## src/rtl/rf_arb_pkg.sv

```systemverilog
// Shared types and defaults for the register-file write arbiter (rf_wr_arb).
package rf_arb_pkg;

    localparam int unsigned DEF_STARVE_LIMIT = 4;
    // Queued data field width; the arbiter's DATA_WIDTH must not exceed it.
    localparam int unsigned MAX_DATA_WIDTH   = 32;
    localparam int unsigned REG_ADDR_WIDTH   = 5;

    typedef enum logic [1:0] {
        ST_IDLE  = 2'd0,
        ST_PEND  = 2'd1,
        ST_DRAIN = 2'd2
    } arb_state_e;

    typedef struct packed {
        logic [REG_ADDR_WIDTH-1:0] rd;
        logic [MAX_DATA_WIDTH-1:0] data;
    } lu_entry_t;

endpackage

```

## src/rtl/rf_arb_fifo.sv

```systemverilog
// In-order queue of pending long-latency results, with occupancy count and
// full/empty flags; storage and read pointer are exposed for the hazard scoreboard.
module rf_arb_fifo
    import rf_arb_pkg::*;
#(
    parameter  int unsigned DEPTH = 2,
    localparam int unsigned PTR_W = $clog2(DEPTH),
    localparam int unsigned CNT_W = $clog2(DEPTH + 1)
) (
    input  logic                   clk,
    input  logic                   rst,
    input  logic                   push,
    input  lu_entry_t              push_entry,
    input  logic                   pop,
    output lu_entry_t              head,
    output lu_entry_t [DEPTH-1:0]  entries,
    output logic      [PTR_W-1:0]  rd_ptr,
    output logic      [CNT_W-1:0]  count,
    output logic                   full,
    output logic                   empty
);

    lu_entry_t [DEPTH-1:0] mem;
    logic      [PTR_W-1:0] wr_ptr;
    logic                  do_push;
    logic                  do_pop;

    assign full    = (count == CNT_W'(DEPTH));
    assign empty   = (count == '0);
    assign do_push = push && !full;
    assign do_pop  = pop && !empty;

    // NOTE: storage has no reset; the count alone decides which slots are live.
    always_ff @(posedge clk) begin
        if (do_push) begin
            mem[wr_ptr] <= push_entry;
        end
    end

    // NOTE: registers use non-blocking assignments so every update sees pre-edge values.
    always_ff @(posedge clk or posedge rst) begin
        if (rst) begin
            wr_ptr <= '0;
            rd_ptr <= '0;
            count  <= '0;
        end else begin
            // Power-of-two depth lets the pointers wrap by natural overflow.
            if (do_push) begin
                wr_ptr <= wr_ptr + 1'b1;
            end
            if (do_pop) begin
                rd_ptr <= rd_ptr + 1'b1;
            end
            case ({do_push, do_pop})
                2'b10:   count <= count + 1'b1;
                2'b01:   count <= count - 1'b1;
                default: count <= count;
            endcase
        end
    end

    assign head    = mem[rd_ptr];
    assign entries = mem;

endmodule

```

## src/rtl/rf_wr_arb.sv

```systemverilog
// Register-file write-port arbiter between the pipeline writeback and a queue of
// long-latency results. Optional starvation guard: define RF_ARB_STARVE_GUARD_EN.
module rf_wr_arb
    import rf_arb_pkg::*;
#(
    parameter int unsigned DATA_WIDTH   = 32,
    parameter int unsigned FIFO_DEPTH   = 2,
    parameter int unsigned STARVE_LIMIT = DEF_STARVE_LIMIT
) (
    input  logic                  clk,
    input  logic                  rst,
    input  logic                  reg_wew,
    input  logic [4:0]            rdw,
    input  logic [DATA_WIDTH-1:0] result,
    input  logic                  lu_valid,
    input  logic [4:0]            lu_rd,
    input  logic [DATA_WIDTH-1:0] lu_data,
    output logic                  lu_ready,
    output logic                  rf_we,
    output logic [4:0]            rf_rd,
    output logic [DATA_WIDTH-1:0] rf_wdata,
    output logic                  pipe_stall,
    output logic [31:0]           lu_busy
);

    localparam int unsigned PTR_W = $clog2(FIFO_DEPTH);
    localparam int unsigned CNT_W = $clog2(FIFO_DEPTH + 1);

    lu_entry_t                  push_entry;
    lu_entry_t                  head;
    lu_entry_t [FIFO_DEPTH-1:0] entries;
    logic      [PTR_W-1:0]      rd_ptr;
    logic      [PTR_W-1:0]      slot_off;
    logic      [CNT_W-1:0]      count;
    logic                       full;
    logic                       empty;
    logic                       push;
    logic                       pop;
    logic                       drain;
    logic                       grant_valid;

    // Acceptance depends only on the registered count, never on this cycle's pop.
    assign lu_ready = !full;
    assign push     = lu_valid && lu_ready;

    always_comb begin
        push_entry.rd   = lu_rd;
        push_entry.data = MAX_DATA_WIDTH'(lu_data);
    end

    rf_arb_fifo #(
        .DEPTH (FIFO_DEPTH)
    ) u_fifo (
        .clk        (clk),
        .rst        (rst),
        .push       (push),
        .push_entry (push_entry),
        .pop        (pop),
        .head       (head),
        .entries    (entries),
        .rd_ptr     (rd_ptr),
        .count      (count),
        .full       (full),
        .empty      (empty)
    );

`ifdef RF_ARB_STARVE_GUARD_EN
    localparam int unsigned          WAIT_W    = $clog2(STARVE_LIMIT + 1);
    localparam logic [WAIT_W-1:0]    WAIT_MAX  = WAIT_W'(STARVE_LIMIT);
    localparam logic [WAIT_W-1:0]    WAIT_TRIP = WAIT_W'(STARVE_LIMIT - 1);

    arb_state_e        state;
    logic [WAIT_W-1:0] wait_cnt;
    logic              blocked;
    logic              last_pop;

    assign drain    = (state == ST_DRAIN);
    assign blocked  = (state == ST_PEND) && reg_wew;
    assign last_pop = pop && !push && (count == CNT_W'(1));

    // pipe_stall is a registered image of "next state is DRAIN"; the async
    // reset clears it together with the state.
    always_ff @(posedge clk or posedge rst) begin
        if (rst) begin
            state      <= ST_IDLE;
            wait_cnt   <= '0;
            pipe_stall <= 1'b0;
        end else begin
            pipe_stall <= 1'b0;

            if (pop) begin
                wait_cnt <= '0;
            end else if (blocked && wait_cnt != WAIT_MAX) begin
                wait_cnt <= wait_cnt + 1'b1;
            end

            case (state)
                ST_IDLE: begin
                    if (push) begin
                        state <= ST_PEND;
                    end
                end
                ST_PEND: begin
                    if (last_pop) begin
                        state <= ST_IDLE;
                    end else if (blocked && wait_cnt == WAIT_TRIP) begin
                        state      <= ST_DRAIN;
                        pipe_stall <= 1'b1;
                    end
                end
                ST_DRAIN: begin
                    state <= last_pop ? ST_IDLE : ST_PEND;
                end
                default: begin
                    state <= ST_IDLE;
                end
            endcase
        end
    end
`else
    assign drain      = 1'b0;
    assign pipe_stall = 1'b0;
`endif

    // NOTE: every output of this block gets a default first, so no latch can form.
    always_comb begin
        pop         = 1'b0;
        grant_valid = 1'b0;
        rf_rd       = '0;
        rf_wdata    = '0;
        if (!drain && reg_wew) begin
            grant_valid = 1'b1;
            rf_rd       = rdw;
            rf_wdata    = result;
        end else if (!empty) begin
            pop         = 1'b1;
            grant_valid = 1'b1;
            rf_rd       = head.rd;
            rf_wdata    = DATA_WIDTH'(head.data);
        end
    end

    // x0 writes still pop their queue slot but never reach the register file.
    assign rf_we = grant_valid && (rf_rd != '0);

    // Scoreboard is rebuilt from live slots, so a bit stays set while any
    // queued entry still targets that register.
    always_comb begin
        lu_busy  = '0;
        slot_off = '0;
        for (int i = 0; i < FIFO_DEPTH; i++) begin
            slot_off = PTR_W'(i) - rd_ptr;
            if (CNT_W'(slot_off) < count) begin
                lu_busy[entries[i].rd] = 1'b1;
            end
        end
        lu_busy[0] = 1'b0;
    end

endmodule

```

## config.mk

```make
export PLATFORM = sky130hd
export DESIGN_NAME = rf_wr_arb
export DESIGN_NICKNAME = d
export VERILOG_FILES = /design/src/rtl/rf_arb_pkg.sv /design/src/rtl/rf_arb_fifo.sv /design/src/rtl/rf_wr_arb.sv
export SDC_FILE = /design/constraint.sdc
export NUM_CORES = 1
export LEC_CHECK = 0
export CORE_ASPECT_RATIO = 1.75
export CORE_UTILIZATION = 44
export CTS_CLUSTER_DIAMETER = 120
export DETAILED_ROUTE_END_ITERATION = 10
export PLACE_DENSITY = 0.81
export SYNTH_ARGS = -nofsm -noshare
export SYNTH_HDL_FRONTEND = slang
export SYNTH_HIERARCHICAL = 1
export SYNTH_SLANG_ARGS = --single-unit
```

## constraint.sdc

```tcl
create_clock -name clk -period 3.4 [get_ports clk]
set_input_delay 0.51 -clock clk [delete_from_list [all_inputs] [get_ports clk]]
set_output_delay 0.51 -clock clk [all_outputs]
set_load 0.1 [all_outputs]
```

==> results.toml <==
[timing]
tightestPinTransition_ps = 899.3
max_freq_mhz = 328.1
finClkSkew_ps = 6.064
final_period_utilization_pct = 89.65
finalCriticalPeriod_ps = 3048
setup_repair_after_global_routing_missed_its_margin = "no"
final-hold-violation-count = 0
final-max-slew-violation-count = 0
worst_slew_margin_rel_pct = 40.05
fin_tns_setup_ps = 0
setup_viol = 0

[final_layout]
area_delta_synth_final_pct = 55.97
design.final.nets = 484
finish.utilization_pct = 70.92
drive_gt1_share_pct = 31.22
num_antenna_cells = 0

[pwr]
share_of_total_power_in_the_clock_network_pct = 15.1
sequential_power_share_pct = 26.9
power-per-cell-area_mw_per_mm2 = 926.8
proportion_of_total_power_due_to_net_switching_pct = 45.89
p_leak_uw = 0.002229
cellInternalPower_uw = 2957
ir_drop_uv = 658.0
combinationalPowerShare_pct = 58.0
reported_net_switching_power_uw = 2507

[placed_design]
port_buffers = 147
routabilityCongestion = 0.9817
dp.final_hpwl_um = 7538

[synthesis]
synthDominantCellAreaShare_pct = 58.79
synthDominantAreaCellType = "edfxtp_1"
synth_ff_type = "edfxtp_1"
synthMostInstantiatedCell = "edfxtp_1"
synth_area_sq_mm = 0.003780
syn-instance-count = 256
synth_top_cells_by_count = "edfxtp_1 (74), a22o_1 (35), o22ai_1 (31)"
post_synth_arst_share_pct = 5.128
synth_cell_type_count = 33
synth.yosys.warnings = 6
seq_area_frac_synth_pct = 61.44
synth-edff-count = 74
ys_top_cells_by_area = "edfxtp_1 (59%), a22o_1 (8.1%), mux2_4 (7.9%), o22ai_1 (5.1%), mux2_2 (5.1%)"
ys_seq_elements = 78
avgSynthCellArea_sq_um = 14.77

[routing]
vias = 2974
detail_route.wl_per_cell_um = 19.31
via_per_inst = 5.665
drc_violation_count_after_routing = 0
ant_nets = 0
wl_um = 10140
tritonroute_pass_1_iters = 4
drt-initial-drc-count = 160

[run]
max_cap_violations = 0

[floorplan]
top_level_ports = 150
die_w_um = 72.07
starting_density_of_the_core_pct = 45.47
cell_rows = 44
floorplan.die_area_sq_mm = 0.008980
die_height_um = 124.6
design.core.area_sq_mm = 0.008313

[global_routing]
first_global_vias = 3066
global_route.usage.met3_pct = 6.553
grt_max_degree = 38
grt_most_used_layer = "met2"
grt_first_pass_wirelength_um = 15640
gr-usage-met2_pct = 43.43
grt_use_total_pct = 23.64
grt.met1_usage_pct = 22.70
initial_antenna_violation_count = 0
globalRouteOverflowTotal = 0

[critical_path]
required_ps = 2890
crit_fanout = 23
worst_setup_path_end_kind = "output port"
worst_ep_arrival_ps = 2540
cell_breakdown_of_the_critical_path = "nor2_1 -> nor2_4 -> a22o_1 -> or4_1 -> buf_12"
startpoint_type = "register"
critical-path-slowest-cell = "or4_1"
critPathKind = "reg -> out"
cp.buffers_inverters = 1
worst_path_dominant_cell_family = "simple AND/OR/NAND/NOR gates"
cpPeakStageDelay_ps = 660

[clock_network]
cts_inserted_buffers = 9
ctsHtreeMaxLevel = 3
insertion_delay_to_the_later_sink_of_the_worst_skew_pair_ps = 320
hold_buffers = 0
postCtsResizedCells = 0
cts_root_buffer = "clkbuf_16"
clk_pin_slew_ps = 50
tritoncts = "done"
post-cts-setup-buffers = 0
tritoncts_num_sinks = 78
cts.path.max_buffers = 2

[worst_hold_path]
hold_path_class = "in -> async"

[outcome]
run_status = "finished clean"
-- power groups by stage --
stage	Combinational (uW)	Sequential, uW	Clock [uW]
after floorplan	2230	1440	0
after global placement	3130	1460	0
after detailed placement	3170	1480	0
after CTS	3180	1470	850
after global routing	3270	1490	882
final	3170	1470	826
-- worst register-to-register path, stage by stage, from the launching register on --
cell and delay [ps]:
dfrtp_1 470, nor2_1 170, nor2_4 490, nor2b_2 280, ha_1 270, nor2_1 150
xor2_1 160
-- layer usage --
metal	wire [um]	vias up	share of wire, %
li1	-	1340	-
met1	3385	1439	33
met2	5739	163	57
met3	609	32	6.0
met4	403	0	4.0
met5	0	-	0
-- per-stage QoR --
step / area, sq um / power (uW) / hold slack, ps / setup WS (ps) / cells
floorplan: 3784 / 3667 / 276.1 / -251.4 / 257
global placement: 5633 / 4590 / 532.2 / 665.0 / 509
detailed placement: 5633 / 4653 / 562.3 / 606.9 / 509
CTS: 5896 / 5495 / 391.1 / 402.3 / 525
global route: 5896 / 5648 / 405.1 / 204.5 / 525
finish: 5896 / 5464 / 393.1 / 352.0 / 525
-- cells by family (layout without fill, tap and decap cells) --
| kind of cell | after synthesis | count (layout) | share of synthesized area [%] |
|---|---|---|---|
| flip-flops | 78 | 78 | 61.44 |
| AO/OA/AOI/OAI | 75 | 75 | 14.63 |
| AND/OR/NAND/NOR | 42 | 42 | 6.686 |
| multiplexers | 37 | 37 | 13.01 |
| buffers and inverters | 17 | 170 | 2.648 |
| XOR/XNOR | 5 | 5 | 1.159 |
| adder cells (fa/ha/maj) | 1 | 1 | 0.3310 |
| other | 1 | 2 | 0.09921 |
-- worst paths after layout --
path                                 start         endpoint  slack (ps)  cells after the start
max reg2reg                u_fifo/count[1]  u_fifo/count[1]        1330                      6
min                                    rst    u_fifo/rd_ptr         390                      2
max                        u_fifo/count[1]            rf_we         350                      5
min in group clk           u_fifo/count[0]  u_fifo/count[0]         570                      1
min reg2reg                u_fifo/count[0]  u_fifo/count[0]         570                      1
max in group asynchronous              rst    u_fifo/rd_ptr        2820                      2
-- state kept, by name, indices dropped and copies added (netlist names) --
register and flops:
u_fifo/entries 74, u_fifo/rd_ptr 1, u_fifo/wr_ptr 1, u_fifo/count 2
-- cells in the final DEF, fill, tap and decap left out --
cell type	n
buf_2	1
nand3b_1	8
dfrtp_2	1
or3b_1	4
buf_12	37
clkinv_1	1
nor2b_2	1
clkbuf_16	9
xor2_1	2
o22ai_1	31
nand2_1	6
or3_1	2
xnor2_1	3
inv_1	3
clkdlybuf4s50_1	76
o211ai_1	1
buf_4	37
mux2_2	17
nor2b_1	4
and3_2	1
or4_1	1
clkinv_2	1
a21o_1	1
o21ai_0	3
ha_1	1
clkbuf_1	4
clkbuf_8	1
mux2_4	20
nor2_4	2
dfrtp_1	3
nor2_1	7
edfxtp_1	74
o31ai_1	1
nand3_1	3
a22o_1	35
nand2b_1	3
o21ai_1	3
conb_1	2
-- cell type report --
type / instances / area, sq um
clock buffers: 14 / 254.0
fillers: 563 / 2417
clock inverters: 2 / 8.758
repair buffers: 151 / 1784
well taps: 115 / 143.9
multi-input cells: 162 / 1370
inverters: 3 / 11.26
flip-flops and latches: 78 / 2323
(Power assumes the default switching activity.)
